<file path="config.mk">
export PLATFORM = sky130hd
export DESIGN_NAME = count_event_logger
export DESIGN_NICKNAME = d
export VERILOG_FILES = /design/src/rtl/count_pkg.sv /design/src/rtl/count_event_logger_sync_fifo.sv /design/src/rtl/count_event_logger.sv
export SDC_FILE = /design/constraint.sdc
export NUM_CORES = 1
export LEC_CHECK = 0
export ABC_AREA = 1
export BUFFER_PORTS_ARGS = -buffer_cell sky130_fd_sc_hd__buf_2
export CAP_MARGIN = 40
export CELL_PAD_IN_SITES_DETAIL_PLACEMENT = 2
export CELL_PAD_IN_SITES_GLOBAL_PLACEMENT = 2
export CORE_ASPECT_RATIO = 0.7
export CORE_UTILIZATION = 41
export CTS_BUF_LIST = sky130_fd_sc_hd__clkbuf_4 sky130_fd_sc_hd__clkbuf_8
export DETAILED_ROUTE_END_ITERATION = 16
export GPL_ROUTABILITY_DRIVEN = 1
export PLACE_DENSITY_LB_ADDON = 0.1
export SYNTH_ARGS = -nofsm -noshare
export SYNTH_HDL_FRONTEND = slang
export SYNTH_SLANG_ARGS = --single-unit
</file>
<file path="constraint.sdc">
create_clock -name clock_i -period 4.1 [get_ports clock_i]
set_input_delay 0.41 -clock clock_i [delete_from_list [all_inputs] [get_ports clock_i]]
set_output_delay 0.41 -clock clock_i [all_outputs]
set_load 0.05 [all_outputs]
</file>
<file path="src/rtl/count_pkg.sv">
// Shared types and constants for the count event logger: the count type,
// the record layout and the wrap-detection helper.
package count_pkg;

    localparam int TS_WIDTH_DEF = 16;
    localparam int DEPTH_DEF    = 4;

    typedef logic [7:0] count_t;

    localparam count_t COUNT_MAX = 8'hFF;

    typedef struct packed {
        count_t                  count;
        logic [TS_WIDTH_DEF-1:0] ts;
        logic                    wrap;
    } count_event_t;

    // A wrap is only the single step from the top value back to zero.
    function automatic logic is_wrap(input count_t prev, input count_t cur);
        return (prev == COUNT_MAX) && (cur == count_t'(0));
    endfunction

endpackage

</file>
<file path="src/rtl/count_event_logger_sync_fifo.sv">
// First-word-fall-through FIFO with pointer-difference level. The head word is
// read straight from storage and is forced to zero while empty.
module sync_fifo #(
    parameter  int WIDTH = 8,
    parameter  int DEPTH = 4,
    localparam int AW    = $clog2(DEPTH)
) (
    input  logic             clock_i,
    input  logic             reset_ni,
    input  logic             clear_i,
    input  logic             push_i,
    input  logic             pop_i,
    input  logic [WIDTH-1:0] data_i,
    output logic [WIDTH-1:0] data_o,
    output logic             full_o,
    output logic             empty_o,
    output logic [AW:0]      level_o
);

    logic [WIDTH-1:0] mem_q [DEPTH];
    logic [AW:0]      wr_q, wr_d;
    logic [AW:0]      rd_q, rd_d;
    logic             do_push;
    logic             do_pop;

    assign level_o = wr_q - rd_q;
    assign empty_o = (wr_q == rd_q);
    assign full_o  = (level_o == (AW+1)'(DEPTH));

    // A push into a full FIFO is still accepted when the head leaves this cycle.
    assign do_pop  = pop_i && !empty_o;
    assign do_push = push_i && (!full_o || do_pop);

    assign data_o = empty_o ? '0 : mem_q[rd_q[AW-1:0]];

    always_comb begin
        wr_d = wr_q;
        rd_d = rd_q;
        if (clear_i) begin
            wr_d = '0;
            rd_d = '0;
        end else begin
            if (do_push) wr_d = wr_q + (AW+1)'(1);
            if (do_pop)  rd_d = rd_q + (AW+1)'(1);
        end
    end

    always_ff @(posedge clock_i or negedge reset_ni) begin
        if (!reset_ni) begin
            wr_q <= '0;
            rd_q <= '0;
        end else begin
            wr_q <= wr_d;
            rd_q <= rd_d;
        end
    end

    always_ff @(posedge clock_i) begin
        if (do_push && !clear_i) mem_q[wr_q[AW-1:0]] <= data_i;
    end

endmodule

</file>
<file path="src/rtl/count_event_logger.sv">
// Watches the counter stage's count, timestamps each change and queues
// {count, ts, wrap} records for a valid/ready consumer; drops raise overflow.
module count_event_logger
    import count_pkg::*;
#(
    parameter  int DEPTH    = DEPTH_DEF,
    parameter  int TS_WIDTH = TS_WIDTH_DEF,
    localparam int LW       = $clog2(DEPTH) + 1
) (
    input  logic                clock_i,
    input  logic                reset_ni,
    input  logic [7:0]          count_i,
    input  logic                clear_i,
    output logic                event_valid_o,
    input  logic                event_ready_i,
    output logic [7:0]          event_count_o,
    output logic [TS_WIDTH-1:0] event_ts_o,
    output logic                event_wrap_o,
    output logic                overflow_o,
    output logic [LW-1:0]       level_o
);

    localparam int REC_W = $bits(count_t) + TS_WIDTH + 1;

    count_t              prev_q, prev_d;
    logic [TS_WIDTH-1:0] ts_q, ts_d;
    logic                overflow_q, overflow_d;
    logic                change;
    logic                wrap;
    logic                push;
    logic                pop;
    logic                full;
    logic                empty;
    logic [REC_W-1:0]    rec_in;
    logic [REC_W-1:0]    rec_out;

    assign change = (count_i != prev_q);
    assign wrap   = is_wrap(prev_q, count_i);
    assign push   = change && !clear_i;
    assign pop    = event_valid_o && event_ready_i;
    assign rec_in = {count_i, ts_q, wrap};

    always_comb begin
        prev_d     = count_i;
        ts_d       = clear_i ? '0 : ts_q + 1'b1;
        overflow_d = overflow_q;
        if (clear_i) begin
            overflow_d = 1'b0;
        end else if (push && full && !pop) begin
            overflow_d = 1'b1;
        end
    end

    always_ff @(posedge clock_i or negedge reset_ni) begin
        if (!reset_ni) begin
            prev_q     <= '0;
            ts_q       <= '0;
            overflow_q <= 1'b0;
        end else begin
            prev_q     <= prev_d;
            ts_q       <= ts_d;
            overflow_q <= overflow_d;
        end
    end

    sync_fifo #(
        .WIDTH (REC_W),
        .DEPTH (DEPTH)
    ) u_fifo (
        .clock_i  (clock_i),
        .reset_ni (reset_ni),
        .clear_i  (clear_i),
        .push_i   (push),
        .pop_i    (pop),
        .data_i   (rec_in),
        .data_o   (rec_out),
        .full_o   (full),
        .empty_o  (empty),
        .level_o  (level_o)
    );

    assign event_valid_o = !empty;
    assign overflow_o    = overflow_q;
    assign {event_count_o, event_ts_o, event_wrap_o} = rec_out;

endmodule

</file>
==> flow_metrics.py, run 1 <==
metrics = {
    "synthesis": {
        "synth_area_leader_cell": "edfxtp_1",
        "synth_top_area_share_pct": 53.9,
        "synth_top_family_by_area": "simple AND/OR/NAND/NOR gates",
        "synth_cells": 504,
        "synth-compound-area-share_pct": 8.70,
        "syn_avg_cell_area_um2": 11.0,
        "synth-xor-area-share_pct": 1.57,
        "yosysUniqueCellTypes": 28,
        "synthSimpleGateAreaFrac_pct": 15.5,
        "synth_mux_area_share_pct": 0,
        "ys_ff_latch": 131,
        "syn_nets": 525,
        "synthAdderAreaFrac_pct": 2.16,
        "synth_area_mm2": 0.00557,
        "yosysWarnings": 0,
        "ys_seq_area_share_pct": 67.9,
        "synthTopCellsByArea": "edfxtp_1 (54%), dfrtp_1 (14%), nor2_1 (8.4%), o21ai_0 (4.9%), a21oi_1 (3.1%)",
    },
    "clock_network": {
        "clock-sinks": 131,
        "postCtsSetupBuffers": 0,
        "hold_buffers": 0,
        "htree_levels": 4,
        "clockBufferDepth": 2,
        "clk_latency_ns": 0.45,
        "cts_made_buffers": 17,
        "cts_tree": "done",
        "cts-root-buf": "clkbuf_8",
        "cts_resized": 0,
        "clkTransAtPathRegs_ns": 0.09,
    },
    "place": {
        "gp_congestion": 0.759,
        "pre_cts_ws_ns": 1.36,
        "numPortBuffers": 41,
        "dp_hpwl_um": 10200,
    },
    "critical_path": {
        "cpPeakStageDelay_ns": 0.46,
        "startpoint_type": "flip-flop",
        "critPathTopFamily": "buffers and inverters",
        "path_buf_inv": 4,
        "cp-end-kind": "output pin",
        "crit_required_ns": 3.69,
        "path_cells": "buf_4 -> inv_1 -> buf_4 -> o21ai_0 -> a21oi_1 -> buf_2",
        "worstPathArrival_ns": 2.83,
        "crit_type": "reg -> out",
        "cp_slowest_cell": "buf_4",
        "path_max_fanout": 36,
        "cp_common_cell": "buf_4",
    },
    "cells_and_area": {
        "layout-drive-gt1-share_pct": 17.1,
        "antenna_cells": 0,
        "post-route-util_pct": 48.6,
        "area_growth_pct": 15.1,
        "layout_common_cells": "nor2_1 (120), edfxtp_1 (100), o21ai_0 (54)",
        "final_common_cell": "nor2_1",
        "finalNetCount": 574,
    },
    "global_route": {
        "grt_pass1_wl_um": 25300,
        "grt_pass1_vias": 4433,
        "grt-ovfl-total": 0,
        "groute.usage.overall_pct": 25.0,
        "antenna_found_initial": 0,
        "grt_max_degree": 37,
    },
    "sta": {
        "slew_viol_final": 0,
        "period_minus_slack_ns": 3.24,
        "holdWs_ns": 0.0658,
        "fmax_ghz": 0.308,
        "fin_skew_ns": 0.0121,
        "fin_crit_sh_pct": 79.1,
        "tightestPinTransition_ns": 0.841,
        "timing.setup.tns_ns": 0,
        "rsz0062_at_grt": "no",
        "setup_ws_ns": 0.858,
        "final-setup-viol-count": 0,
        "hold_viol_final": 0,
        "slew_headroom_pct": 44.0,
    },
    "floorplan": {
        "coreArea_mm2": 0.0132,
        "die_area_mm2": 0.0141,
        "chipWidth_um": 141,
        "rows": 35,
        "start_util_pct": 42.2,
        "pin_count": 42,
        "die_h_um": 99.5,
    },
    "detailed_routing": {
        "via_per_inst": 5.18,
        "wl_met2_um": 7910,
        "drc": 0,
        "antenna_left": 0,
        "post_drt_wl_per_cell_um": 21.4,
        "vias": 3888,
        "routed-wl-met3_um": 556,
        "wirelength_met1_um": 7430,
        "top_layer_used": "met4",
        "drt_iter0_drc": 203,
        "finalWirelength_um": 16100,
        "first_pass_iters": 4,
    },
    "pwr": {
        "vdd_drop_max_v": 0.000585,
        "power_per_cell_area_mw_per_mm2": 860,
        "p_total_w": 0.00551,
        "power.leakage_nw": 2.50,
    },
    "worst_hold_path": {
        "hold_class": "in -> async",
    },
    "job": {
        "maxCapViolCount": 0,
    },
    "outcome": {
        "outcome": "completed",
    },
}
-- stage by stage --
stage,std cells,cell area [µm²]
2_1_floorplan,504,5570
3_3_place_gp,719,5990
3_5_place_dp,719,5990
4_1_cts,751,6410
5_1_grt,751,6410
6_report,751,6410
-- sequential cells by signal, summed over array words and instances (netlist names) --
register,flops
u_fifo.rd_q,3
u_fifo.mem_q,100
u_fifo.wr_q,3
prev_q,8
overflow_o,1
ts_q,16
-- synthesized netlist by cell type --
master and instances:
clkinv_2 1, o21ai_1 6, nand2_1 40, nor2_1 124
buf_2 12, o21ai_0 54, dfrtp_1 31, nand3_1 14
nand2_2 2, a31oi_1 1, nand4_1 6, xnor2_1 8
nor4_1 1, xor2_1 2, nor3_1 5, nand3_4 2
inv_1 33, inv_2 3, edfxtp_1 100, clkinv_1 1
fa_1 1, nor4b_1 3, nand2_4 2, clkbuf_1 8
o21a_1 1, a21oi_1 34, ha_1 8, nor2_4 1
-- cell type report --
| type | count | area, µm² |
|---|---|---|
| sequential | 131 | 3780 |
| inverter | 38 | 144 |
| clock inverter | 14 | 178 |
| fill | 1338 | 6770 |
| clock buffer | 18 | 241 |
| timing repair buffer | 50 | 273 |
| multi-input combinational | 315 | 1560 |
| tap | 185 | 231 |
-- cells by family (layout without fill, tap and decap cells) --
group,Yosys count,count (layout)
AOI/OAI and AO/OA,96,96
xor gates and xnor gates,10,10
adders and majority gates,9,9
buffers and inverters,58,120
DFF,131,131
and+or+nand+nor,200,200
-- layer usage --
metal | up-vias | track usage (%)
met4 | 0 | 9.20
met1 | 1990 | 33.2
li1 | 1814 | -
met3 | 14 | 4.53
met2 | 70 | 41.2
met5 | - | 0
-- where the power goes --
part           leakage, nW  internal, W  switching (W)
Combinational        0.942     0.000531        0.00206
Clock                0.212     0.000618       0.000553
Sequential            1.34      0.00167      0.0000850
Total                 2.50      0.00282        0.00270
-- final timing paths --
| check | from | to | slack (ns) | cells after the start |
|---|---|---|---|---|
| setup / recovery | u_fifo.rd_q[0] | event_ts_o[14] | 0.86 | 6 |
| setup reg to reg | u_fifo.wr_q[0] | u_fifo.mem_q[0][9] | 1.49 | 9 |
| hold / removal | reset_ni | prev_q[4] | 0.07 | 1 |
| hold reg to reg | overflow_o | overflow_o | 0.54 | 2 |
| min in group clock_i | count_i[2] | prev_q[2] | 0.15 | 1 |
| max in group asynchronous | reset_ni | ts_q[8] | 3.50 | 1 |
(Power assumes the default switching activity.)
==> inputs of run 2 (changes only) <==
==> constraint.sdc (replaced) <==
create_clock -name clock_i -period 3.04 [get_ports clock_i]
set_input_delay 0.304 -clock clock_i [delete_from_list [all_inputs] [get_ports clock_i]]
set_output_delay 0.304 -clock clock_i [all_outputs]
set_load 0.05 [all_outputs]
==> run 2 against run 1 <==
  * Largest cell class unchanged
  * Non-clock buffer count up 4
  * Clock-buffer cell count increased by 1
  * Core utilization rose by 0.23 points
==> flow_metrics.py, run 2 (synthesis results as in run 1) <==
metrics = {
    "floorplan": {
        "start_util_pct": 42.2,
        "chipWidth_um": 141,
        "die_h_um": 99.5,
        "rows": 35,
        "pin_count": 42,
        "coreArea_mm2": 0.0132,
        "die_area_mm2": 0.0141,
    },
    "pwr": {
        "p_total_w": 0.00744,
        "power.leakage_nw": 2.51,
        "power_per_cell_area_mw_per_mm2": 1150,
        "switching_power_w": 0.00361,
        "vdd_drop_max_v": 0.000675,
        "p_int_w": 0.00382,
        "power_frac_comb_pct": 47.4,
        "power.share.clock_pct": 20.8,
        "swShare_pct": 48.6,
        "seqPwrFrac_pct": 31.8,
    },
    "sta": {
        "fin_crit_sh_pct": 92.5,
        "rsz0062_at_grt": "no",
        "setup_ws_ns": 0.228,
        "timing.setup.tns_ns": 0,
        "fin_skew_ns": 0.0131,
        "final-setup-viol-count": 0,
        "fmax_ghz": 0.356,
        "slew_viol_final": 0,
        "holdWs_ns": 0.0692,
        "hold_viol_final": 0,
        "period_minus_slack_ns": 2.81,
        "tightestPinTransition_ns": 0.763,
        "slew_headroom_pct": 49.1,
    },
    "detailed_routing": {
        "via_per_inst": 5.14,
        "drc": 0,
        "vias": 3883,
        "antenna_left": 0,
        "finalWirelength_um": 15900,
        "first_pass_iters": 4,
        "post_drt_wl_per_cell_um": 21.1,
        "drt_iter0_drc": 192,
    },
    "global_route": {
        "grt_pass1_vias": 4332,
        "groute.usage.overall_pct": 24.8,
        "grt_max_degree": 53,
        "antenna_found_initial": 1,
        "grt-ovfl-total": 0,
        "grt_pass1_wl_um": 25000,
    },
    "job": {
        "maxCapViolCount": 0,
    },
    "clock_network": {
        "cts-root-buf": "clkbuf_8",
        "cts_tree": "done",
        "cts_made_buffers": 17,
        "clkTransAtPathRegs_ns": 0.08,
        "clk_latency_ns": 0.43,
        "clock-sinks": 131,
        "postCtsSetupBuffers": 0,
        "htree_levels": 4,
        "clockBufferDepth": 2,
    },
    "place": {
        "pre_cts_ws_ns": 0.552,
        "dp_hpwl_um": 10500,
        "gp_congestion": 0.822,
        "dpl-instance-area_mm2": 0.00601,
        "numPortBuffers": 41,
    },
    "worst_hold_path": {
        "hold_class": "in -> reg",
        "hp-start": "count_i[4]",
        "holdPathStages": 1,
        "worstHoldEndpoint": "prev_q[4]",
    },
    "critical_path": {
        "startpoint_type": "flip-flop",
        "reg2reg_depth": 9,
        "cp-end-kind": "output pin",
        "r2r_slack_ns": 0.53,
        "reg2reg_to": "u_fifo.mem_q[3][0]",
        "path_max_fanout": 52,
        "crit_type": "reg -> out",
        "crit_required_ns": 2.74,
        "worstPathArrival_ns": 2.51,
        "startpoint": "u_fifo.rd_q[0]",
        "r2r-start": "u_fifo.wr_q[0]",
    },
    "cells_and_area": {
        "finalNetCount": 578,
        "layout-drive-gt1-share_pct": 17.4,
        "final_common_cell": "nor2_1",
        "final_area_mm2": 0.00644,
        "layout_common_cells": "nor2_1 (120), edfxtp_1 (100), o21ai_0 (54)",
        "antenna_cells": 0,
        "largest_reg_flops": 100,
        "area_growth_pct": 15.7,
    },
    "outcome": {
        "outcome": "completed",
    },
}
## run 2: cell types whose count changed in the layout (fill, tap and decap cells not counted), moves of 2 or more
cell,previous run,this run
clkinv_4,3,0
buf_4,9,11
clkinvlp_4,1,3
inv_6,5,3
## run 2: worst max path at each step
stage	endpoint	slack, ns	cells past startpoint
2_1_floorplan	u_fifo.mem_q[2][0]	-0.11	11
6_report	event_ts_o[3]	0.23	6
3_5_place_dp	u_fifo.mem_q[3][7]	0.55	9
5_1_grt	event_ts_o[3]	0.06	6
3_3_place_gp	u_fifo.mem_q[3][7]	0.71	9
4_1_cts	event_ts_o[15]	0.13	6
## run 2: critical path, stage by stage, from the launching register on
cell,delay [ns]
dfrtp_1,0.38
buf_4,0.49
inv_1,0.18
buf_6,0.25
o21ai_0,0.39
a21oi_1,0.12
buf_2,0.24
## run 2: stage by stage
step | util, % | std cells
global route | 48.9 | 755
floorplan | - | 504
finish | 48.9 | 755
detailed placement | 45.6 | 722
CTS | 48.8 | 755
global placement | 45.6 | 722
## run 2: timing repair
item / in CTS / in global routing
hold endpoints to repair: 31 / 0
hold buffers: 1 / 0
endpoints found under the setup margin: 0 / 3
gates resized for setup: 0 / 1
## run 2: per-layer routing
| layer | track usage (%) | vias to the layer above | routed length [µm] | part of all wire [%] |
|---|---|---|---|---|
| met5 | 0 | - | 0 | 0 |
| met1 | 32.4 | 1978 | 7450 | 47 |
| li1 | - | 1825 | - | - |
| met4 | 6.52 | 0 | 180 | 1.1 |
| met3 | 6.11 | 12 | 640 | 4.0 |
| met2 | 41.5 | 68 | 7650 | 48 |
## run 2: final cells by class
| cell class | count | area, µm² |
|---|---|---|
| inverter | 38 | 144 |
| clock inverter | 13 | 158 |
| timing repair buffer | 54 | 309 |
| clock buffer | 19 | 255 |
| multi-input combinational | 315 | 1560 |
| tap | 185 | 231 |
| sequential | 131 | 3780 |
| fill | 1331 | 6740 |
## run 2: power by group through the flow
stage	sequential, W	clock (W)	combinational (W)
6_report	0.00236	0.00155	0.00353
5_1_grt	0.00239	0.00165	0.00376
4_1_cts	0.00237	0.00157	0.00357
3_5_place_dp	0.00240	0	0.00354
3_3_place_gp	0.00237	0	0.00340
2_1_floorplan	0.00238	0	0.00256
